File: src/rtl/audio_sample_sched.sv
// Sample scheduler: buffers producer samples in a small FIFO and releases one
// to the PWM sample input every PERIOD clocks, flagging underruns when starved.
module audio_sample_sched #(
    parameter int          PERIOD     = 255,
    parameter int          DEPTH      = 4,
    parameter logic [7:0]  IDLE_LEVEL = 8'h80
) (
    input  logic                       clk,
    input  logic                       rst_n,
    input  logic                       en,
    input  logic                       in_valid,
    input  logic [7:0]                 in_data,
    output logic                       in_ready,
    output logic [7:0]                 sample_out,
    output logic                       sample_strobe,
    output logic [$clog2(DEPTH):0]     fill_level,
    output logic                       underrun,
    input  logic                       underrun_clr
);
    localparam int CW = (PERIOD > 1) ? $clog2(PERIOD) : 1;
    localparam int AW = $clog2(DEPTH);
    localparam int FW = AW + 1;
    localparam logic [CW-1:0] CNT_LAST = CW'(PERIOD - 1);
    localparam logic [FW-1:0] FULL     = FW'(DEPTH);

    logic [CW-1:0] cnt;
    logic [AW-1:0] wr_ptr, rd_ptr;
    logic [7:0]    mem [DEPTH];
    logic          boundary, push, pop, empty;

    assign empty    = (fill_level == '0);
    assign in_ready = rst_n && en && (fill_level < FULL);
    assign boundary = en && (cnt == CNT_LAST);
    assign push     = in_valid && in_ready;
    // A sample pushed into an empty FIFO during a boundary is not visible to the pop.
    assign pop      = boundary && !empty;

    always_ff @(posedge clk) begin
        if (!rst_n) begin
            cnt           <= '0;
            wr_ptr        <= '0;
            rd_ptr        <= '0;
            fill_level    <= '0;
            sample_out    <= IDLE_LEVEL;
            sample_strobe <= 1'b0;
            underrun      <= 1'b0;
        end else if (!en) begin
            cnt           <= '0;
            wr_ptr        <= '0;
            rd_ptr        <= '0;
            fill_level    <= '0;
            sample_out    <= IDLE_LEVEL;
            sample_strobe <= 1'b0;
            if (underrun_clr)
                underrun <= 1'b0;
        end else begin
            cnt           <= boundary ? '0 : cnt + 1'b1;
            sample_strobe <= boundary;
            if (push) begin
                mem[wr_ptr] <= in_data;
                wr_ptr      <= wr_ptr + 1'b1;
            end
            if (pop) begin
                sample_out <= mem[rd_ptr];
                rd_ptr     <= rd_ptr + 1'b1;
            end
            case ({push, pop})
                2'b10:   fill_level <= fill_level + 1'b1;
                2'b01:   fill_level <= fill_level - 1'b1;
                default: fill_level <= fill_level;
            endcase
            // Set beats clear when a starved boundary coincides with underrun_clr.
            if (boundary && empty)
                underrun <= 1'b1;
            else if (underrun_clr)
                underrun <= 1'b0;
        end
    end
endmodule

File: config.mk
export PLATFORM = sky130hd
export DESIGN_NAME = audio_sample_sched
export DESIGN_NICKNAME = d
export VERILOG_FILES = /design/src/rtl/audio_sample_sched.sv
export SDC_FILE = /design/constraint.sdc
export NUM_CORES = 1
export LEC_CHECK = 0
export BUFFER_PORTS_ARGS = -buffer_cell sky130_fd_sc_hd__buf_2
export CAP_MARGIN = 10
export CORE_MARGIN = 1
export CORE_UTILIZATION = 57
export DETAILED_ROUTE_END_ITERATION = 7
export PLACE_DENSITY = 0.82
export SLEW_MARGIN = 20
export SYNTH_ARGS = -nofsm -noshare
export SYNTH_HDL_FRONTEND = slang
export SYNTH_SLANG_ARGS = --single-unit
File: constraint.sdc
create_clock -name clk -period 2.6 [get_ports clk]
set_clock_uncertainty 0.05 [all_clocks]
set_input_delay 0.39 -clock clk [delete_from_list [all_inputs] [get_ports clk]]
set_output_delay 0.39 -clock clk [all_outputs]
set_load 0.1 [all_outputs]
==> results of run 1 <==
-- worst max-delay path, delay by kind of cell (launching register included) --
family                   cells  cell delay [ns]
adder cells (fa/ha/maj)      3             0.80
AND/OR/NAND/NOR              3             0.69
XOR/XNOR                     1             0.18
buffers and inverters        2             0.14
AO/OA/AOI/OAI                1             0.14
flip-flops                   1             0.33
-- layer usage --
layer | wire [um] | share of wire (%) | vias up
li1 | - | - | 743
met2 | 2240 | 49 | 45
met5 | 0 | 0 | -
met3 | 185 | 4.1 | 10
met1 | 2040 | 45 | 770
met4 | 91 | 2.0 | 0
-- metrics by stage --
stage,worst slack (ns),std cells
finish,0.179,263
global route,0.000142,263
CTS,0.138,263
detailed placement,0.167,247
global placement,0.272,247
floorplan,0.0855,178
-- cell families (layout without fill, tap and decap cells) --
group                      Yosys count  count (layout)  synth area share [%]
adders and majority gates            8               8                  4.48
and+or+nand+nor                     54              54                  12.8
DFF                                 57              57                  60.9
xor gates and xnor gates             5               5                  1.82
muxes                                9               9                  7.92
AOI/OAI and AO/OA                   27              27                  7.87
buffers and inverters               18              53                  4.22
-- cell type report --
class	instances	area share (%)
Clock inverter	3	1.46
Inverter	9	1.23
Tap cell	50	2.28
Sequential cell	57	53.5
Timing Repair Buffer	28	5.30
Multi-Input combinational cell	103	30.8
Clock buffer	13	5.44
-- power by group through the flow --
stage,Combinational (mW),Sequential (mW),Clock [mW]
after global placement,0.0486,0.981,0
after detailed placement,0.0521,0.981,0
after floorplan,0.0269,0.984,0
after global routing,0.0579,0.962,0.848
final,0.0526,0.962,0.799
after CTS,0.0524,0.962,0.809
-- worst min-delay path by stage --
stage	slack [ns]	cells past startpoint	startpoint	end
5_1_grt	0.22	1	in_data[6]	mem[2][6]
4_1_cts	0.21	1	in_data[5]	mem[1][5]
3_5_place_dp	0.41	1	cnt[0]	cnt[0]
2_1_floorplan	0.38	1	cnt[0]	cnt[0]
6_report	0.22	1	in_data[5]	mem[1][5]
3_3_place_gp	0.40	1	cnt[0]	cnt[0]
-- cells in the final DEF (no fill, tap or decap), types with 3 or more instances in the layout --
cell	netlist	layout
nand4_1	10	10
buf_2	1	26
dfxtp_2	0	3
mux4_2	8	8
a21oi_1	6	6
o31ai_1	3	3
nand2_1	13	13
o311ai_0	7	7
clkbuf_8	2	10
inv_1	9	9
nor2_1	9	9
xor2_1	3	3
ha_1	7	7
and2_1	6	6
or3_1	4	4
clkbuf_1	3	3
edfxtp_1	32	32
o21ai_0	5	5
dfxtp_1	25	22
-- registers in the layout, indices dropped and copies added, names as in the netlist --
register and flops:
cnt 8, wr_ptr 2, sample_strobe 1, underrun 1
sample_out 8, rd_ptr 2, fill_level 3, mem 32
-- repair_timing --
action	CTS	global route
setup buffers	0	0
endpoints found under the setup margin	0	1
resized for setup	0	1
==> results by group, run 1 <==
Status
  • Outcome: finished, final reports clean

Floorplanning
  • Die area: 4480 sq um
  • I/O pin total: 27
  • Initial core utilization: around 60%
  • Die W: 66.9 um
  • Core Area: 4030 sq um
  • Row Count: 23
  • Chip Height: 66.9 um

Synthesis
  • Synth Warn #: 0
  • Syn Area/Cell: 13.5 sq um
  • Mapped Cells: 178
  • Synth async-reset ratio: 0%
  • Main flop type after synthesis: edfxtp_1
  • Most common library cells after synthesis: 32 x edfxtp_1, 25 x dfxtp_1, 13 x nand2_1
  • Yosys cell types: 39
  • Synth top area cells: edfxtp_1 40%, dfxtp_1 21%, mux4_2 7.5%, ha_1 3.6%, nand4_1 2.6%
  • Synth area leader: edfxtp_1
  • Top-area cell type share of the netlist area: 40.0%
  • Post-Synthesis Net Count: 199
  • Cell area after synthesis: between 2000 and 2500 sq um
  • Post-synth EDFFs: 32
  • Register bit total from synthesis: 57
  • Count leader, synth: edfxtp_1
  • Sequential area share after synthesis: between 60% and 70%

Cells and area
  • Final core occ: about two thirds
  • Layout cells sized above 1: 26.3%
  • Filler instances: 291
  • Register area: between 1000 and 1500 sq um
  • ANT cells: 0
  • Design area: about 2700 sq um
  • Net count, final: 229
  • Footprint of the multi-input gates: 843 sq um
  • Area Overhead vs Synth: 14.1%

STA
  • Final Max Slew Viols: 0
  • WHS: 0.222 ns
  • Slew headroom: 54.9%
  • Max Clk Rate: 0.413 GHz
  • RSZ-0062 raised after global routing: false
  • Final setup violation count: 0
  • Worst-margin pin slew: roughly 0.67 ns
  • Setup TNS: 0 ns
  • Tcrit/Tclk final: 93.1%
  • Hold Vio Cnt, Final: 0
  • Final critical-path required period: 2.42 ns

Pwr
  • Net Sw Power: 373 uW
  • Int Pwr: 1.44 mW
  • Part of the power in registers: 53.0%
  • PwrDens: 662 nW/um^2
  • Comb power frac: around 2.9%
  • Clock share of power: 44.1%
  • Sw frac: roughly a fifth
  • Power, Total: approximately 1.8 mW
  • Leakage Power: 1.02 nW
  • IR drop worst, VDD: 0.000432 V

Route
  • Post-route DRC: 0
  • Drt pass-1 iters: 4
  • Via Count: 1,568
  • Antenna Violating Nets Remaining: 0
  • Avg WL per Cell: 17.3 um
  • Post-Route WL: 4.56 mm
  • Mean number of vias per cell: 5.96
  • First DRT Iteration DRCs: ~110

Global route
  • Met1 Resource Use GR: 28.2%
  • Largest net degree at the start of global routing: 14
  • All-Layer GR Usage: 23.5%
  • Global Route met3 Usage: under 10%
  • First-pass GRT wire length: 7.29 mm
  • Met2 Use GR: a little under two fifths
  • Vias in the first global route: 1,568
  • Congestion Overflow GR: 0
  • Grt peak-use layer: met2
  • Antenna violations before repair: 0

Critical path
  • Critical Path Start: cnt[0]
  • R2R Setup Slk: 0.18 ns
  • Critical Path Sink: fill_level[2]
  • Worst path slowest cell: fa_1
  • CP endpoint kind: flip-flop
  • R2R Path End: fill_level[2]
  • Crit path cell chain: inv_1 > ha_1 > nand4_1 > nor3_2 > ha_1 > inv_1 > fa_1 > xor2_1 > or3_1 > a21oi_1
  • Worst EP arrival: 2.62 ns
  • CP Launch Type: flip-flop
  • Crit-path max cell delay: 0.38 ns
  • Worst reg2reg path startpoint: cnt[0]
  • WS Path Type: flip-flop to flip-flop
  • CP required: around 2.8 ns
  • Worst-path fanout max: 4
  • Worst r2r path cells: 10

Placed design
  • Placed Area: around 2500 sq um
  • Port buffer count: 26
  • Post-DP HPWL: 3.14 mm
  • Routability cong.: 0.792

Clocking
  • Hold bufs inserted after CTS: 0
  • Root buf cell: clkbuf_8
  • Max Root-Sink Buffers: 2
  • CTS Sinks: 57
  • Clock slew at reported path FFs: 0.06 ns
  • CTS tree: yes
  • CTS Buf Count: 9
  • Clk_lat worst skew: 0.33 ns
  • CTS H-tree depth: 3

Flow run
  • Max Cap Viol: 0

Worst hold path
  • Tightest Hold Check Type: input port to flip-flop
No activity file was read; power rests on OpenSTA's default activity.
==> run 2, diff against run 1 <==
--- a/config.mk
+++ b/config.mk
@@ -7,8 +7,10 @@
 export LEC_CHECK = 0
 export BUFFER_PORTS_ARGS = -buffer_cell sky130_fd_sc_hd__buf_2
 export CAP_MARGIN = 10
+export CELL_PAD_IN_SITES_DETAIL_PLACEMENT = 0
+export CELL_PAD_IN_SITES_GLOBAL_PLACEMENT = 2
 export CORE_MARGIN = 1
-export CORE_UTILIZATION = 57
+export CORE_UTILIZATION = 40
 export DETAILED_ROUTE_END_ITERATION = 7
 export PLACE_DENSITY = 0.82
 export SLEW_MARGIN = 20
==> run 2 against run 1 <==
Final area increased by 2.6%. Die area increased by 41%. Combinational power decreased by 1%. Fmax increased by 3.2%. Sequential power about the same. Critical path type unchanged.
==> results by group, run 2 (synthesis gave the netlist of run 1 again) <==
Status
  • Outcome: finished, final reports clean

Cells and area
  • Filler instances: 518 (+78%)
  • Layout cells sized above 1: 28.0% (+1.7 points)
  • Area Overhead vs Synth: 17.1%
  • Most frequent cells in the layout: 32 x edfxtp_1, 26 x buf_2, 22 x dfxtp_1
  • Max reg flops: 32 (unchanged)
  • Net count, final: 230 (+0.44%)
  • Biggest regs: mem (32), cnt (8), sample_out (8)
  • Biggest register: mem
  • Final core occ: 49.8% (-18 points)
  • ANT cells: 0 (unchanged)
  • Most common cell after layout, fill and taps aside: edfxtp_1

Clocking
  • CTS Buf Count: 9 (unchanged)
  • Clk_lat worst skew: 0.34 ns (about the same)
  • CTS tree: yes
  • Root buf cell: clkbuf_8
  • Post-CTS setup buffers: 0 (unchanged)
  • Clock slew at reported path FFs: 0.07 ns (about the same)
  • Post-cts resize count: 0 (unchanged)
  • Hold bufs inserted after CTS: 0 (unchanged)
  • CTS Sinks: 57 (unchanged)
  • CTS H-tree depth: 3 (unchanged)
  • Max Root-Sink Buffers: 2 (unchanged)

Floorplanning
  • I/O pin total: 27 (unchanged)
  • Row Count: 27 (+17%)
  • Chip Height: 79.5 um (+19%)
  • Die W: 79.5 um (+19%)
  • Initial core utilization: 42.6% (-17 points)
  • Core Area: 5640 sq um (+40%)
  • Die area: 6320 sq um (+41%)

STA
  • Tcrit/Tclk final: 90.2% (-2.9 points)
  • Worst-margin pin slew: 0.636 ns (-0.0337 ns)
  • Max Clk Rate: 0.426 GHz (+3.2%)
  • RSZ-0062 raised after global routing: false
  • Slew headroom: 57.1% (+2.3 points)
  • Final Max Slew Viols: 0 (unchanged)
  • Final setup violation count: 0 (unchanged)
  • Setup TNS: 0 ns (unchanged)
  • PnR worst setup slack: 0.255 ns (+0.0757 ns)
  • Hold Vio Cnt, Final: 0 (unchanged)
  • Final critical-path required period: 2.35 ns (-0.0757 ns)

Critical path
  • WS Path Type: flip-flop to flip-flop
  • Crit path cell chain: inv_1 > ha_1 > nand4_1 > nor3_2 > ha_1 > inv_1 > fa_1 > xor2_1 > or3_1 > a21oi_1
  • CP endpoint kind: flip-flop
  • Worst EP arrival: 2.56 ns (-0.06 ns)
  • Worst reg2reg path startpoint: cnt[0]
  • CP required: 2.81 ns (about the same)
  • Critical Path Start: cnt[0]
  • CP Launch Type: flip-flop
  • Crit-path max cell delay: 0.38 ns (about the same)
  • R2R Setup Slk: 0.25 ns (+0.08 ns)
  • Worst path slowest cell: fa_1
  • Critical Path Sink: fill_level[2]
  • R2R Path End: fill_level[2]
  • Worst r2r path cells: 10 (unchanged)
  • Worst-path fanout max: 4 (unchanged)

Worst hold path
  • Tightest Hold Check Type: input port to flip-flop

Placed design
  • Port buffer count: 26 (unchanged)
  • Routability cong.: 0.739 (-6.6%)
  • Place WS: 0.134 ns (-0.0332 ns)
  • Post-DP HPWL: 3.26 mm (+3.8%)

Global route
  • Antenna violations before repair: 0 (unchanged)
  • First-pass GRT wire length: 7.57 mm (+3.9%)
  • Largest net degree at the start of global routing: 14 (unchanged)
  • Vias in the first global route: 1,532 (-2.3%)
  • All-Layer GR Usage: 16.8% (-6.7 points)
  • Congestion Overflow GR: 0 (unchanged)

Route
  • Post-route DRC: 0 (unchanged)
  • Drt pass-1 iters: 4 (unchanged)
  • Via Count: 1,520 (-3.1%)
  • Antenna Violating Nets Remaining: 0 (unchanged)
  • Post-Route WL: 4.55 mm (-0.35%)
  • First DRT Iteration DRCs: 91 (-15%)
  • Avg WL per Cell: 15.9 um (-8.4%)
  • Mean number of vias per cell: 5.31 (-11%)

Flow run
  • Max Cap Viol: 0 (unchanged)

Pwr
  • PwrDens: 692 nW/um^2 (+4.5%)
  • Net Sw Power: 424 uW (+14%)
  • Power, Total: 1.95 mW (+7.3%)
  • Leakage Power: 1.04 nW (+1.8%)
  • Int Pwr: 1.52 mW (+5.6%)
  • Part of the power in registers: 49.4% (-3.6 points)
  • IR drop worst, VDD: 0.000472 V (+9.1%)
  • Sw frac: 21.8% (+1.3 points)
  • Comb power frac: 2.7% (-0.2 points)
  • Clock share of power: 47.9% (+3.8 points)
run 2: cell types whose count changed in the layout (fill, tap and decap cells not counted), sizes merged:
cell / change
buf: +1
bufinv: +1
clkbuf: -4
clkinvlp: +1
inv: +2
run 2: layer usage:
layer,share of wire [%],vias to the layer above,track usage [%]
met4,2.6,0,8.18
met3,4.7,13,6.74
met2,51,31,27.5
met1,41,733,18.9
li1,-,743,-
met5,0,-,0
run 2: worst min-delay path by stage:
| stage | endpoint | depth (start not counted) | slack [ns] | start |
|---|---|---|---|---|
| after floorplan | cnt[0] | 1 | 0.38 | cnt[0] |
| final | mem[1][5] | 1 | 0.21 | in_data[5] |
| after global placement | cnt[0] | 1 | 0.39 | cnt[0] |
| after CTS | mem[3][5] | 1 | 0.19 | in_data[5] |
| after global routing | mem[1][5] | 1 | 0.20 | in_data[5] |
| after detailed placement | cnt[0] | 1 | 0.40 | cnt[0] |
run 2: final cells by class:
type,instances,area [sq um],share of cell area (%)
Clock buffer,9,124,4.41
Clock inverter,7,103,3.65
Inverter,9,33.8,1.20
Multi-Input combinational cell,103,843,30.0
Sequential cell,57,1470,52.1
Tap cell,72,90.1,3.20
Timing Repair Buffer,29,153,5.43
run 2: metrics by stage:
stage | std cells | instance area (sq um) | hold WS (ns)
detailed placement | 270 | 2580 | 0.405
finish | 286 | 2810 | 0.208
global placement | 270 | 2580 | 0.393
floorplan | 178 | 2400 | 0.380
global route | 286 | 2810 | 0.197
CTS | 286 | 2810 | 0.186
run 2: power groups by stage:
stage	sequential, mW	clock (mW)	combinational [mW]
2_1_floorplan	0.984	0	0.0269
5_1_grt	0.962	0.992	0.0574
3_3_place_gp	0.981	0	0.0501
3_5_place_dp	0.982	0	0.0524
4_1_cts	0.961	0.962	0.0526
6_report	0.961	0.933	0.0520
run 2: worst max-delay path: cells and delay by family (launching register included):
family,cells,cell delay (ns)
AND/OR/NAND/NOR,3,0.65
buffers and inverters,2,0.14
flip-flops,1,0.34
XOR/XNOR,1,0.16
adder cells (fa/ha/maj),3,0.78
AO/OA/AOI/OAI,1,0.14
==> run 3, diff against run 2 <==
--- a/config.mk
+++ b/config.mk
@@ -12,6 +12,7 @@
 export CORE_MARGIN = 1
 export CORE_UTILIZATION = 40
 export DETAILED_ROUTE_END_ITERATION = 7
+export GPL_TIMING_DRIVEN = 0
 export PLACE_DENSITY = 0.82
 export SLEW_MARGIN = 20
 export SYNTH_ARGS = -nofsm -noshare
==> run 3 against run 2 <==
Critical path depth is the same. Highest routed layer unchanged. Utilization up 0.71 points. Clock power is 17% lower. Global-route usage shrank 0.84 points.
==> results by group, run 3 (synthesis gave the netlist of run 1 again) <==
Floorplanning
  • Core Area: 5640 sq um (unchanged)
  • Row Count: 27 (unchanged)
  • I/O pin total: 27 (unchanged)
  • Initial core utilization: 42.6% (unchanged)
  • Die W: 79.5 um (unchanged)
  • Die area: 6320 sq um (unchanged)
  • Chip Height: 79.5 um (unchanged)

Cells and area
  • Footprint of the multi-input gates: 843 sq um (unchanged)
  • Area Overhead vs Synth: 18.8%
  • Most common cell after layout, fill and taps aside: edfxtp_1
  • Filler instances: 489 (-5.6%)
  • Net count, final: 241 (+4.8%)
  • Layout cells sized above 1: 29.5% (+1.4 points)
  • Most frequent cells in the layout: 32 x edfxtp_1, 27 x buf_2, 22 x dfxtp_1
  • Design area: 2850 sq um (+1.4%)
  • Max reg flops: 32 (unchanged)
  • Biggest regs: mem (32), cnt (8), sample_out (8)
  • Biggest register: mem
  • Non-filler cells, final: 296 (+3.5%)
  • Register area: 1470 sq um (unchanged)
  • ANT cells: 0 (unchanged)

Critical path
  • Crit path cell chain: inv_1 > ha_1 > nand4_1 > nor3_2 > ha_1 > inv_1 > fa_1 > xor2_1 > or3_1 > a21oi_1
  • Worst EP arrival: 2.59 ns (+0.03 ns)
  • R2R Setup Slk: 0.21 ns (-0.05 ns)
  • WP buf/inv: 2 (unchanged)
  • R2R Path End: fill_level[2]
  • WS Path Type: flip-flop to flip-flop
  • Worst path slowest cell: fa_1
  • Worst-path fanout max: 4 (unchanged)
  • Worst reg2reg path startpoint: cnt[0]
  • CP Launch Type: flip-flop
  • CP endpoint kind: flip-flop
  • CP required: 2.80 ns (about the same)
  • Crit-path max cell delay: 0.38 ns (about the same)
  • Worst r2r path cells: 10 (unchanged)
  • Top delay family on crit path: adder cells

Pwr
  • PwrDens: 628 nW/um^2 (-9.3%)
  • Leakage Power: 1.07 nW (+2.8%)
  • Power, Total: 1.79 mW (-8.0%)
  • IR drop worst, VDD: 0.000527 V (+12%)

Global route
  • Congestion Overflow GR: 0 (unchanged)
  • Vias in the first global route: 1,506 (-1.7%)
  • All-Layer GR Usage: 15.9% (-0.84 points)
  • First-pass GRT wire length: 7.18 mm (-5.2%)
  • Largest net degree at the start of global routing: 11 (-3)
  • Antenna violations before repair: 0 (unchanged)

Worst hold path
  • Hold Path Cell Cnt: 1 (unchanged)
  • WHS Endpoint: mem[2][6]
  • Tightest Hold Check Type: input port to flip-flop
  • Min-Delay Startpoint: in_data[6]

STA
  • Hold Vio Cnt, Final: 0 (unchanged)
  • Final setup violation count: 0 (unchanged)
  • Slew headroom: 54.5% (-2.6 points)
  • Max Clk Rate: 0.418 GHz (-1.9%)
  • Setup TNS: 0 ns (unchanged)
  • Tcrit/Tclk final: 92.0% (+1.8 points)
  • Final Max Slew Viols: 0 (unchanged)
  • Final critical-path required period: 2.39 ns (+0.0458 ns)
  • Worst-margin pin slew: 0.675 ns (+0.0389 ns)
  • RSZ-0062 raised after global routing: false

Placed design
  • Placed Area: 2630 sq um (+1.7%)
  • Post-DP HPWL: 3.18 mm (-2.4%)
  • Port buffer count: 26 (unchanged)
  • Routability cong.: 0.725 (-2.0%)
  • Placed cell count: 276 (+2.2%)

Clocking
  • Root buf cell: clkbuf_8
  • CTS H-tree depth: 3 (unchanged)
  • CTS tree: yes
  • Clock slew at reported path FFs: 0.06 ns (about the same)
  • CTS Buf Count: 9 (unchanged)
  • Clk_lat worst skew: 0.34 ns (about the same)
  • Max Root-Sink Buffers: 2 (unchanged)
  • CTS Sinks: 57 (unchanged)

Flow run
  • Max Cap Viol: 0 (unchanged)

Route
  • Post-Route WL: 4.54 mm (-0.18%)
  • Avg WL per Cell: 15.3 um (-3.5%)
  • Mean number of vias per cell: 5.24 (-1.4%)
  • Antenna Violating Nets Remaining: 0 (unchanged)
  • First DRT Iteration DRCs: 85 (-6.6%)
  • Via Count: 1,551 (+2.0%)
  • Post-route DRC: 0 (unchanged)
  • Drt pass-1 iters: 4 (unchanged)

Status
  • Outcome: finished, final reports clean
run 3: repair_timing:
item	CTS	global route
hold buffers	0	0
buffers inserted	0	5
endpoints found under the setup margin	0	1
gates resized for setup	0	1
run 3: final cells by class:
cell class              instances  area share (%)
flip-flops and latches         57            51.4
well taps                      72            3.16
multi-input cells             103            29.6
clock inverters                 6            2.11
inverters                       9            1.18
plain buffers                   9            2.37
clock buffers                   9            4.34
repair buffers                 31            5.88
run 3: worst max path at each step:
stage / from / end / cells past startpoint / slack (ns)
final: cnt[0] / fill_level[2] / 10 / 0.21
after global routing: cnt[0] / fill_level[2] / 10 / 0.03
after CTS: cnt[0] / fill_level[2] / 10 / 0.03
after detailed placement: cnt[0] / fill_level[2] / 10 / 0.04
after global placement: cnt[0] / fill_level[2] / 10 / 0.09
after floorplan: fill_level[2] / fill_level[2] / 8 / 0.09
run 3: power breakdown:
part           internal (mW)  switching, mW  total (mW)
sequential             0.958        0.00373       0.962
combinational         0.0172         0.0356      0.0528
clock                  0.431          0.345       0.776
total                   1.41          0.384        1.79
run 3: routing by layer:
metal / routed length (um) / part of all wire [%] / track usage [%]
met1: 1890 / 42 / 16.9
met2: 2380 / 53 / 27.2
met3: 237 / 5.2 / 8.11
met4: 25 / 0.55 / 5.45
met5: 0 / 0 / 0
run 3: through the flow:
stage | util [%] | worst slack [ns] | hold slack (ns)
after global routing | 50.5 | 0.0261 | 0.205
final | 50.5 | 0.209 | 0.221
after global placement | 46.5 | 0.0875 | 0.394
after floorplan | - | 0.0855 | 0.380
after CTS | 49.8 | 0.0271 | 0.203
after detailed placement | 46.5 | 0.0440 | 0.398
